File: config.mk
export PLATFORM = sky130hd
export DESIGN_NAME = dram_port_arbiter_flat
export DESIGN_NICKNAME = d
export VERILOG_FILES = /design/src/rtl/dram_port_arbiter_pkg.sv /design/src/rtl/dram_port_arbiter_if.sv /design/src/rtl/dram_port_arbiter_rr_arbiter.sv /design/src/rtl/dram_port_arbiter.sv /design/src/flat_wrapper.sv
export SDC_FILE = /design/constraint.sdc
export NUM_CORES = 1
export LEC_CHECK = 0
export ABC_AREA = 1
export CORE_AREA = 2 2 211 213
export CTS_BUF_LIST = sky130_fd_sc_hd__clkbuf_4 sky130_fd_sc_hd__clkbuf_8
export CTS_CLUSTER_DIAMETER = 50
export DETAILED_ROUTE_END_ITERATION = 10
export DIE_AREA = 0 0 213 215
export PLACE_DENSITY = 0.5
export SLEW_MARGIN = 5
export SYNTH_ARGS = -nofsm -noshare
export SYNTH_HDL_FRONTEND = slang
export SYNTH_HIERARCHICAL = 1
export SYNTH_SLANG_ARGS = --single-unit
File: constraint.sdc
create_clock -name clk_i -period 1.44 [get_ports clk_i]
set_input_delay 0.144 -clock clk_i [delete_from_list [all_inputs] [get_ports clk_i]]
set_output_delay 0.144 -clock clk_i [all_outputs]
set_load 0.02 [all_outputs]
File: src/rtl/dram_port_arbiter_pkg.sv
// Shared types and the round-robin scan used by the DRAM port arbiter.
package dram_arb_pkg;

    // Upper bound on requesters; the response id field is sized for it.
    localparam int MAX_REQ   = 8;
    localparam int RESP_ID_W = 3;

    typedef enum logic {
        ARB,
        LOCKED
    } arb_state_e;

    typedef struct packed {
        logic                 valid;
        logic [RESP_ID_W-1:0] id;
    } resp_t;

    // Priority scan of the first n request bits, starting at 'start' and wrapping.
    function automatic void rr_pick(
        input  logic [MAX_REQ-1:0] req,
        input  int                 start,
        input  int                 n,
        output logic               found,
        output int                 idx
    );
        int cand;
        found = 1'b0;
        idx   = 0;
        for (int i = 0; i < MAX_REQ; i++) begin
            if (i < n && !found) begin
                cand = (start + i) % n;
                if (req[cand]) begin
                    found = 1'b1;
                    idx   = cand;
                end
            end
        end
    endfunction

endpackage

File: src/rtl/dram_port_arbiter_if.sv
// Requester-side and memory-side signals of the DRAM port arbiter.
interface dram_arb_if #(
    parameter int NUM_REQ    = 2,
    parameter int ADDR_WIDTH = 64,
    parameter int DATA_WIDTH = 64
);
    logic [NUM_REQ-1:0]                     req_i;
    logic [NUM_REQ-1:0]                     lock_i;
    logic [NUM_REQ-1:0]                     we_i;
    logic [NUM_REQ-1:0][ADDR_WIDTH-1:0]     addr_i;
    logic [NUM_REQ-1:0][DATA_WIDTH/8-1:0]   be_i;
    logic [NUM_REQ-1:0][DATA_WIDTH-1:0]     wdata_i;
    logic [NUM_REQ-1:0]                     gnt_o;
    logic [NUM_REQ-1:0]                     rvalid_o;
    logic [DATA_WIDTH-1:0]                  rdata_o;
    logic                                   req_o;
    logic                                   we_o;
    logic [ADDR_WIDTH-1:0]                  addr_o;
    logic [DATA_WIDTH/8-1:0]                be_o;
    logic [DATA_WIDTH-1:0]                  data_o;
    logic [DATA_WIDTH-1:0]                  data_i;

    // Arbiter view: takes requests and memory read data, drives grants and the port.
    modport slave (
        input  req_i, lock_i, we_i, addr_i, be_i, wdata_i, data_i,
        output gnt_o, rvalid_o, rdata_o, req_o, we_o, addr_o, be_o, data_o
    );

    // Front-end / memory-model view.
    modport master (
        output req_i, lock_i, we_i, addr_i, be_i, wdata_i, data_i,
        input  gnt_o, rvalid_o, rdata_o, req_o, we_o, addr_o, be_o, data_o
    );

endinterface

File: src/rtl/dram_port_arbiter_rr_arbiter.sv
// Combinational round-robin pick: request vector + start index -> one-hot, index, any.
module rr_arbiter
    import dram_arb_pkg::*;
#(
    parameter int NUM_REQ = 2,
    localparam int IDX_W  = $clog2(NUM_REQ)
) (
    input  logic [NUM_REQ-1:0] req_i,
    input  logic [IDX_W-1:0]   start_i,
    output logic [NUM_REQ-1:0] gnt_o,
    output logic [IDX_W-1:0]   idx_o,
    output logic               any_o
);

    logic found;
    int   idx;

    // Scan from the start index and expand the winner to a one-hot grant.
    always_comb begin
        rr_pick(MAX_REQ'(req_i), int'(start_i), NUM_REQ, found, idx);
        any_o = found;
        idx_o = IDX_W'(idx);
        gnt_o = found ? (NUM_REQ'(1) << idx_o) : '0;
    end

endmodule

File: src/rtl/dram_port_arbiter.sv
// Round-robin arbiter sharing one DRAM model port between NUM_REQ front ends,
// with burst locking and a fixed-latency read response pipe.
module dram_port_arbiter
    import dram_arb_pkg::*;
#(
    parameter int NUM_REQ     = 2,
    parameter int ADDR_WIDTH  = 64,
    parameter int DATA_WIDTH  = 64,
    parameter int MEM_LATENCY = 1
) (
    input  logic       clk_i,
    input  logic       rst_ni,
    dram_arb_if.slave  bus
);

    localparam int IDX_W = $clog2(NUM_REQ);

    arb_state_e         state_q, state_d;
    logic [IDX_W-1:0]   rr_q, rr_d;
    logic [IDX_W-1:0]   owner_q, owner_d;
    logic [IDX_W-1:0]   sel;
    logic [NUM_REQ-1:0] gnt;
    logic               mem_req;

    logic [NUM_REQ-1:0] arb_gnt;
    logic [IDX_W-1:0]   arb_idx;
    logic               arb_any;

    resp_t              pipe_q [MEM_LATENCY];
    resp_t              last;

    rr_arbiter #(.NUM_REQ(NUM_REQ)) u_rr (
        .req_i   (bus.req_i),
        .start_i (rr_q),
        .gnt_o   (arb_gnt),
        .idx_o   (arb_idx),
        .any_o   (arb_any)
    );

    // Grant selection, priority rotation and lock tracking.
    always_comb begin
        state_d = state_q;
        rr_d    = rr_q;
        owner_d = owner_q;
        sel     = '0;
        gnt     = '0;
        case (state_q)
            ARB: begin
                if (arb_any) begin
                    sel  = arb_idx;
                    gnt  = arb_gnt;
                    rr_d = (int'(arb_idx) == NUM_REQ - 1) ? '0 : arb_idx + 1'b1;
                    if (bus.lock_i[arb_idx]) begin
                        state_d = LOCKED;
                        owner_d = arb_idx;
                    end
                end
            end
            LOCKED: begin
                sel = owner_q;
                if (bus.req_i[owner_q]) begin
                    gnt = NUM_REQ'(1) << owner_q;
                end
                if (!bus.lock_i[owner_q]) begin
                    state_d = ARB;
                end
            end
        endcase
    end

    assign mem_req      = |gnt;
    assign bus.gnt_o    = gnt;
    assign bus.req_o    = mem_req;
    assign bus.we_o     = mem_req & bus.we_i[sel];
    assign bus.addr_o   = mem_req ? bus.addr_i[sel]  : '0;
    assign bus.be_o     = mem_req ? bus.be_i[sel]    : '0;
    assign bus.data_o   = mem_req ? bus.wdata_i[sel] : '0;

    // Arbitration state; reset releases any lock and restarts priority at 0.
    always_ff @(posedge clk_i or negedge rst_ni) begin
        if (!rst_ni) begin
            state_q <= ARB;
            rr_q    <= '0;
            owner_q <= '0;
        end else begin
            state_q <= state_d;
            rr_q    <= rr_d;
            owner_q <= owner_d;
        end
    end

    // Read response pipe: each granted read travels MEM_LATENCY stages with its id.
    always_ff @(posedge clk_i or negedge rst_ni) begin
        if (!rst_ni) begin
            for (int i = 0; i < MEM_LATENCY; i++) begin
                pipe_q[i] <= '0;
            end
        end else begin
            pipe_q[0] <= '{valid: mem_req & ~bus.we_o, id: RESP_ID_W'(sel)};
            for (int i = 1; i < MEM_LATENCY; i++) begin
                pipe_q[i] <= pipe_q[i-1];
            end
        end
    end

    assign last         = pipe_q[MEM_LATENCY-1];
    assign bus.rvalid_o = last.valid ? (NUM_REQ'(1) << IDX_W'(last.id)) : '0;
    assign bus.rdata_o  = bus.data_i;

endmodule

File: src/flat_wrapper.sv
// flat-port wrapper written by rule: the top's interface ports become plain ports
module dram_port_arbiter_flat import dram_arb_pkg::*;
#(
    parameter int NUM_REQ     = 2,
    parameter int ADDR_WIDTH  = 64,
    parameter int DATA_WIDTH  = 64,
    parameter int MEM_LATENCY = 1
)
  (clk_i, rst_ni, bus_req_i, bus_lock_i, bus_we_i, bus_addr_i, bus_be_i, bus_wdata_i, bus_data_i, bus_gnt_o, bus_rvalid_o, bus_rdata_o, bus_req_o, bus_we_o, bus_addr_o, bus_be_o, bus_data_o);
  dram_arb_if #(.NUM_REQ(NUM_REQ), .ADDR_WIDTH(ADDR_WIDTH), .DATA_WIDTH(DATA_WIDTH)) bus_i ();
  input  logic clk_i;
  input  logic rst_ni;
  input wire logic [$bits(bus_i.req_i)-1:0] bus_req_i;
  input wire logic [$bits(bus_i.lock_i)-1:0] bus_lock_i;
  input wire logic [$bits(bus_i.we_i)-1:0] bus_we_i;
  input wire logic [$bits(bus_i.addr_i)-1:0] bus_addr_i;
  input wire logic [$bits(bus_i.be_i)-1:0] bus_be_i;
  input wire logic [$bits(bus_i.wdata_i)-1:0] bus_wdata_i;
  input wire logic [$bits(bus_i.data_i)-1:0] bus_data_i;
  output wire logic [$bits(bus_i.gnt_o)-1:0] bus_gnt_o;
  output wire logic [$bits(bus_i.rvalid_o)-1:0] bus_rvalid_o;
  output wire logic [$bits(bus_i.rdata_o)-1:0] bus_rdata_o;
  output wire logic [$bits(bus_i.req_o)-1:0] bus_req_o;
  output wire logic [$bits(bus_i.we_o)-1:0] bus_we_o;
  output wire logic [$bits(bus_i.addr_o)-1:0] bus_addr_o;
  output wire logic [$bits(bus_i.be_o)-1:0] bus_be_o;
  output wire logic [$bits(bus_i.data_o)-1:0] bus_data_o;
  assign bus_i.req_i = bus_req_i;
  assign bus_i.lock_i = bus_lock_i;
  assign bus_i.we_i = bus_we_i;
  assign bus_i.addr_i = bus_addr_i;
  assign bus_i.be_i = bus_be_i;
  assign bus_i.wdata_i = bus_wdata_i;
  assign bus_i.data_i = bus_data_i;
  assign bus_gnt_o = bus_i.gnt_o;
  assign bus_rvalid_o = bus_i.rvalid_o;
  assign bus_rdata_o = bus_i.rdata_o;
  assign bus_req_o = bus_i.req_o;
  assign bus_we_o = bus_i.we_o;
  assign bus_addr_o = bus_i.addr_o;
  assign bus_be_o = bus_i.be_o;
  assign bus_data_o = bus_i.data_o;
  dram_port_arbiter #(.NUM_REQ(NUM_REQ), .ADDR_WIDTH(ADDR_WIDTH), .DATA_WIDTH(DATA_WIDTH), .MEM_LATENCY(MEM_LATENCY)) u_core (.clk_i(clk_i), .rst_ni(rst_ni), .bus(bus_i));
endmodule
==> results of run 1 <==
==> worst max-delay path by stage <==
stage	to	startpoint	depth (start not counted)	slack [ps]
after global placement	bus_addr_o[56]	bus_req_i[0]	12	-1140
after CTS	bus_data_o[17]	u_core/rr_q$_DFFE_PN0P_	13	-680
after floorplan	bus_we_o	u_core/rr_q$_DFFE_PN0P_	9	-2
after global routing	bus_addr_o[58]	u_core/rr_q$_DFFE_PN0P_	13	-780
after detailed placement	bus_addr_o[56]	bus_req_i[0]	12	-1120
final	bus_addr_o[56]	u_core/rr_q$_DFFE_PN0P_	13	-700
==> critical path, delay by kind of cell, from the launching register on <==
| family | cells | cell delay (ps) |
|---|---|---|
| compound gates | 1 | 190 |
| buf+inv | 8 | 940 |
| simple gates | 4 | 270 |
| flops | 1 | 360 |
==> cell families after synthesis <==
family / Yosys count / synth area share, %
AO/OA/AOI/OAI: 7 / 0.822
buffers and inverters: 287 / 37.0
AND/OR/NAND/NOR: 579 / 59.3
flip-flops: 5 / 2.94
==> state kept, by name, summed over array words and instances (netlist names) <==
name            count
u_core/owner_q      1
u_core/state_q      1
u_core/rr_q         1
u_core/last         2
==> area by class of cell <==
type                            instances  area, um^2  area share [%]
Tap cell                              592         741            6.08
Inverter                              148         558            4.58
Multi-Input combinational cell        586        3580            29.4
Clock buffer                            4        48.8           0.401
Sequential cell                         5         126            1.04
Timing Repair Buffer                  626        7130            58.5
==> repair_timing <==
action                                  CTS  global route
endpoints found under the setup margin  143           144
pin swaps                                53            99
gates resized for setup                 890           231
gates cloned                             25             3
hold buffers                              0             0
setup buffers                            63            28
==> power groups by stage <==
stage / clock network (uW) / registers, uW / logic [uW]
floorplan: 0 / 262 / 9470
CTS: 278 / 273 / 22700
detailed placement: 0 / 268 / 17100
global route: 297 / 285 / 25900
finish: 272 / 275 / 24400
global placement: 0 / 266 / 17100
==> layer usage <==
layer	track usage (%)	routed length, um	vias to the layer above
met5	0	27	-
met4	4.06	1140	4
met3	3.61	3070	60
met2	23.7	16200	417
met1	14.0	12600	3509
li1	-	-	3643
==> placed cells by master, fill, tap and decap left out <==
cell type	Yosys	final
clkbuf_16	0	3
nand2_2	2	95
buf_8	0	16
nand4_1	1	1
clkbuf_4	0	1
o21ai_0	3	2
dfrtp_2	0	1
dlygate4sd2_1	0	2
dfrtp_1	5	4
nand2_8	0	1
buf_16	0	19
nand3_1	277	164
o21ai_4	0	1
nand2_4	0	10
nand3_2	0	101
nor2_2	0	2
inv_4	0	1
clkbuf_8	0	3
buf_2	29	2
buf_12	0	43
inv_1	147	11
nand3_4	0	12
buf_6	14	170
a21oi_2	0	2
a21oi_1	4	1
inv_2	1	136
dlymetal6s2s_1	0	2
a21oi_4	0	1
nor2_1	7	5
clkdlybuf4s50_1	0	277
nand2_1	292	188
buf_4	95	92
==> per-stage QoR <==
step	setup slack (ps)	area [um^2]	total power [uW]
floorplan	-2.25	4290	9730
global placement	-1140	9290	17400
detailed placement	-1120	9290	17300
CTS	-678	11300	23200
global route	-781	12200	26500
finish	-701	12200	24900
==> results.sh, run 1 <==
export IMPL_crit_slowest_cell="dfrtp_1"
export IMPL_routed_wl_um=33000
export IMPL_drc_errors=0
export IMPL_cts_max_path_buffers=2
export IMPL_rsz0062_at_grt="true"
export IMPL_die_height_um=215
export IMPL_final_antenna_net_count=0
export IMPL_power_frac_clock_pct=1.1
export IMPL_peakVddDrop_v=0.00104
export IMPL_hold_ws_ps=153
export IMPL_yosysSeqAreaShare_pct=2.94
export IMPL_n_antenna_cell=0
export IMPL_io_pin_count=550
export IMPL_path_class="register to primary output"
export IMPL_fp_dieW_um=213
export IMPL_period_share_pct=149
export IMPL_ys_async_sr_fraction_pct=100
export IMPL_max_slew_margin_pct=82.4
export IMPL_dp_cells=1851
export IMPL_io_buffers=421
export IMPL_critPathMostFrequentCell="buf_12"
export IMPL_r2r_end="u_core/last[3]$_DFF_PN0_"
export IMPL_cts_tree="done"
export IMPL_worst_slew_pin_transition_ps=264
export IMPL_path_cells="inv_2 -> a21oi_4 -> buf_6 -> nand3_4 -> buf_12 -> buf_16 -> buf_12 -> buf_12 -> nand3_2 -> nand2_2 -> nand2_2 -> inv_2 -> buf_6"
export IMPL_fmax_mhz=467
export IMPL_cp_end_kind="primary output"
export IMPL_internal_power_uw=12400
export IMPL_die_area_mm2=0.0458
export IMPL_synth_top_area_cell="nand3_1"
export IMPL_overflow=0
export IMPL_clk_insertion_delay_late_ps=220
export IMPL_finClkSkew_ps=1.42
export IMPL_h_tree_depth=1
export IMPL_cts_made_buffers=3
export IMPL_drive_gt1_share_pct=52.0
export IMPL_synth_top_cell_area_share_pct=32.5
export IMPL_hold_path_class="primary input to async pin"
export IMPL_ys_warnings_count=6
export IMPL_synth_most_common_cell="nand2_1"
export IMPL_dp_hpwl_um=20900
export IMPL_fin_crit_ps=2140
export IMPL_nNetsFinal=1714
export IMPL_final_cells=1961
export IMPL_n_fill_cell=4788
export IMPL_drv_cap=0
export IMPL_coreArea_mm2=0.0436
export IMPL_ys_seq_elements=5
export IMPL_r2r_cells=14
export IMPL_synth_area_mm2=0.00426
export IMPL_worstPathArrival_ps=2000
export IMPL_setup_violations_final=142
export IMPL_worstPathRequired_ps=1300
export IMPL_fin_util_pct=27.9
export IMPL_hold_violations=0
export IMPL_netSwitchingPower_uw=12500
export IMPL_syn_area_per_cell_um2=4.86
export IMPL_num_vias=7633
export IMPL_synth_edff_count=0
export IMPL_status="finished with violations"
export IMPL_start_util_pct=9.77
export IMPL_synth_cell_types=14
export IMPL_power_density_mw_per_mm2=2040
export IMPL_grt_start_max_net_pins=25
export IMPL_drv_slew=0
export IMPL_areaGrowthSynthToFinish_pct=186
export IMPL_grtUsageTotal_pct=12.8
export IMPL_reg2reg_slack_ps=-440
export IMPL_place_congestion=0.833
export IMPL_wl_per_cell_um=16.8
export IMPL_violations="setup timing"
export IMPL_grt_antenna_before_repair=3
export IMPL_cts_sinks=5
export IMPL_clk_pin_slew_ps=30
export IMPL_pwr_share_seq_pct=1.1
export IMPL_drtPass1Iterations=5
export IMPL_p_leak_uw=0.00631
export IMPL_comb_power_share_pct=97.8
export IMPL_synthCells=878
export IMPL_slowest_delay_ps=360
export IMPL_drt_iter0_drc=286
export IMPL_synth_area_leaders="nand3_1, nand2_1, buf_4"
export IMPL_grt_pass1_vias=7686
export IMPL_layout_setup_ws_ps=-701
export IMPL_start_kind="register"
export IMPL_setup_tns_ps=-81780
export IMPL_grt_first_pass_wirelength_um=44400
export IMPL_synth_fp_nets=1222
export IMPL_synth_common_cells="nand2_1, nand3_1, inv_1, buf_4, buf_2"
export IMPL_crit_reg2reg_launch="u_core/rr_q$_DFFE_PN0P_"
export IMPL_synth_ff_type="dfrtp_1"
export IMPL_cts_root_buffer="clkbuf_8"
export IMPL_rows=77
export IMPL_sw_frac_of_total_pct=50.3
export IMPL_viasPerCell=3.89
export IMPL_cp_max_fo=6
No activity file was read; power rests on OpenSTA's default activity.
==> inputs of run 2 (changes only) <==
SETUP_SLACK_MARGIN = 0.4   (was unset)
==> results.sh, run 2 (same netlist as run 1, synthesis figures left out) <==
export IMPL_worstPathRequired_ps=1300
export IMPL_die_area_mm2=0.0458
export IMPL_fmax_mhz=474
export IMPL_hold_path_class="primary input to async pin"
export IMPL_worst_slew_pin_transition_ps=384
export IMPL_n_fill_cell=4937
export IMPL_path_delay_family="buffers and inverters"
export IMPL_grt_antenna_before_repair=0
export IMPL_drt_iter0_drc=336
export IMPL_hold_ws_ps=152
export IMPL_fp_dieW_um=213
export IMPL_cts_tree="done"
export IMPL_setup_violations_final=142
export IMPL_areaGrowthSynthToFinish_pct=152
export IMPL_power_density_mw_per_mm2=2020
export IMPL_largest_reg_flops=2
export IMPL_routed_wl_um=29500
export IMPL_cp_end_kind="primary output"
export IMPL_cp_max_fo=8
export IMPL_grt_first_pass_wirelength_um=38800
export IMPL_wl_per_cell_um=15.3
export IMPL_regArea_um2=126
export IMPL_h_tree_depth=1
export IMPL_clk_insertion_delay_late_ps=220
export IMPL_path_cells="inv_2 -> a21oi_4 -> buf_6 -> nand3_4 -> buf_12 -> buf_12 -> buf_12 -> nand3_1 -> nand2_1 -> nand2_2 -> inv_2 -> buf_6"
export IMPL_final_common_cell="clkdlybuf4s50_1"
export IMPL_dp_hpwl_um=21000
export IMPL_crit_reg2reg_launch="u_core/rr_q$_DFFE_PN0P_"
export IMPL_io_buffers=421
export IMPL_cts_max_path_buffers=2
export IMPL_multiInputGateArea_mm2=0.00315
export IMPL_clk_pin_slew_ps=40
export IMPL_peakVddDrop_v=0.00102
export IMPL_num_vias=7267
export IMPL_post_place_ws_ps=-1110
export IMPL_status="finished with violations"
export IMPL_cts_root_buffer="clkbuf_8"
export IMPL_slowest_delay_ps=390
export IMPL_n_antenna_cell=0
export IMPL_r2r_end="u_core/last[3]$_DFF_PN0_"
export IMPL_drtPass1Iterations=5
export IMPL_drv_cap=0
export IMPL_critPathMostFrequentCell="buf_12"
export IMPL_rows=77
export IMPL_nNetsFinal=1679
export IMPL_drive_gt1_share_pct=43.4
export IMPL_cts_made_buffers=3
export IMPL_path_buf_inv=7
export IMPL_cts_sinks=5
export IMPL_crit_slowest_cell="dfrtp_1"
export IMPL_final_cell_mix="clkdlybuf4s50_1, nand2_1, nand3_1"
export IMPL_reg2reg_slack_ps=-320
export IMPL_die_height_um=215
export IMPL_fin_crit_ps=2110
export IMPL_holdBufCountCts=0
export IMPL_final_antenna_net_count=0
export IMPL_coreArea_mm2=0.0436
export IMPL_place_congestion=0.871
export IMPL_fin_util_pct=24.6
export IMPL_rsz0062_at_grt="true"
export IMPL_grt_start_max_net_pins=59
export IMPL_violations="setup timing"
export IMPL_drv_slew=0
export IMPL_grtUsageTotal_pct=10.9
export IMPL_hold_violations=0
export IMPL_r2r_cells=12
export IMPL_start_kind="register"
export IMPL_overflow=0
export IMPL_worstPathArrival_ps=1970
export IMPL_viasPerCell=3.77
export IMPL_setup_tns_ps=-79370
export IMPL_finClkSkew_ps=3.84
export IMPL_p_leak_uw=0.00570
export IMPL_start_util_pct=9.77
export IMPL_layout_setup_ws_ps=-671
export IMPL_io_pin_count=550
export IMPL_max_slew_margin_pct=74.4
export IMPL_drc_errors=0
export IMPL_grt_pass1_vias=7193
export IMPL_period_share_pct=147
export IMPL_path_class="register to primary output"
==> run 2: cell type report <==
| class | count | area share, % |
|---|---|---|
| flip-flops and latches | 5 | 1.18 |
| clock buffers | 4 | 0.455 |
| well taps | 592 | 6.90 |
| repair buffers | 591 | 56.8 |
| inverters | 148 | 5.29 |
| multi-input cells | 586 | 29.3 |
==> run 2: worst max path at each step <==
stage / endpoint / cells past startpoint / start / slack, ps
after global placement: bus_data_o[31] / 12 / bus_req_i[1] / -1110
final: bus_data_o[51] / 12 / u_core/rr_q$_DFFE_PN0P_ / -670
after CTS: bus_addr_o[26] / 11 / u_core/rr_q$_DFFE_PN0P_ / -710
after floorplan: bus_we_o / 9 / u_core/rr_q$_DFFE_PN0P_ / -20
after detailed placement: bus_data_o[2] / 12 / bus_req_i[1] / -1110
after global routing: bus_data_o[38] / 12 / u_core/rr_q$_DFFE_PN0P_ / -740
==> run 2: layer usage <==
| metal | part of all wire, % | global-route usage, % |
|---|---|---|
| met4 | 4.0 | 4.64 |
| met2 | 48 | 19.2 |
| met3 | 10 | 3.17 |
| met1 | 38 | 12.0 |
| met5 | 0 | 0 |
==> run 2: timing repair <==
item	4_1_cts	5_1_grt
pin swaps	3	71
gates cloned	6	7
buffers inserted	4	27
endpoints found under the setup margin	147	147
gates resized for setup	430	409
hold endpoints to repair	0	0
==> run 2: stage by stage <==
stage	total power, uW	area (um^2)	std cells
final	21700	10700	1926
after global routing	23300	10700	1926
after CTS	18400	9660	1892
after detailed placement	17700	9460	1878
after global placement	17700	9460	1878
after floorplan	9820	4320	878
==> run 2: power by group <==
group | switching (uW) | internal [uW]
Sequential | 74.5 | 212
Clock | 64.8 | 208
Combinational | 11200 | 9900
Total | 11400 | 10300
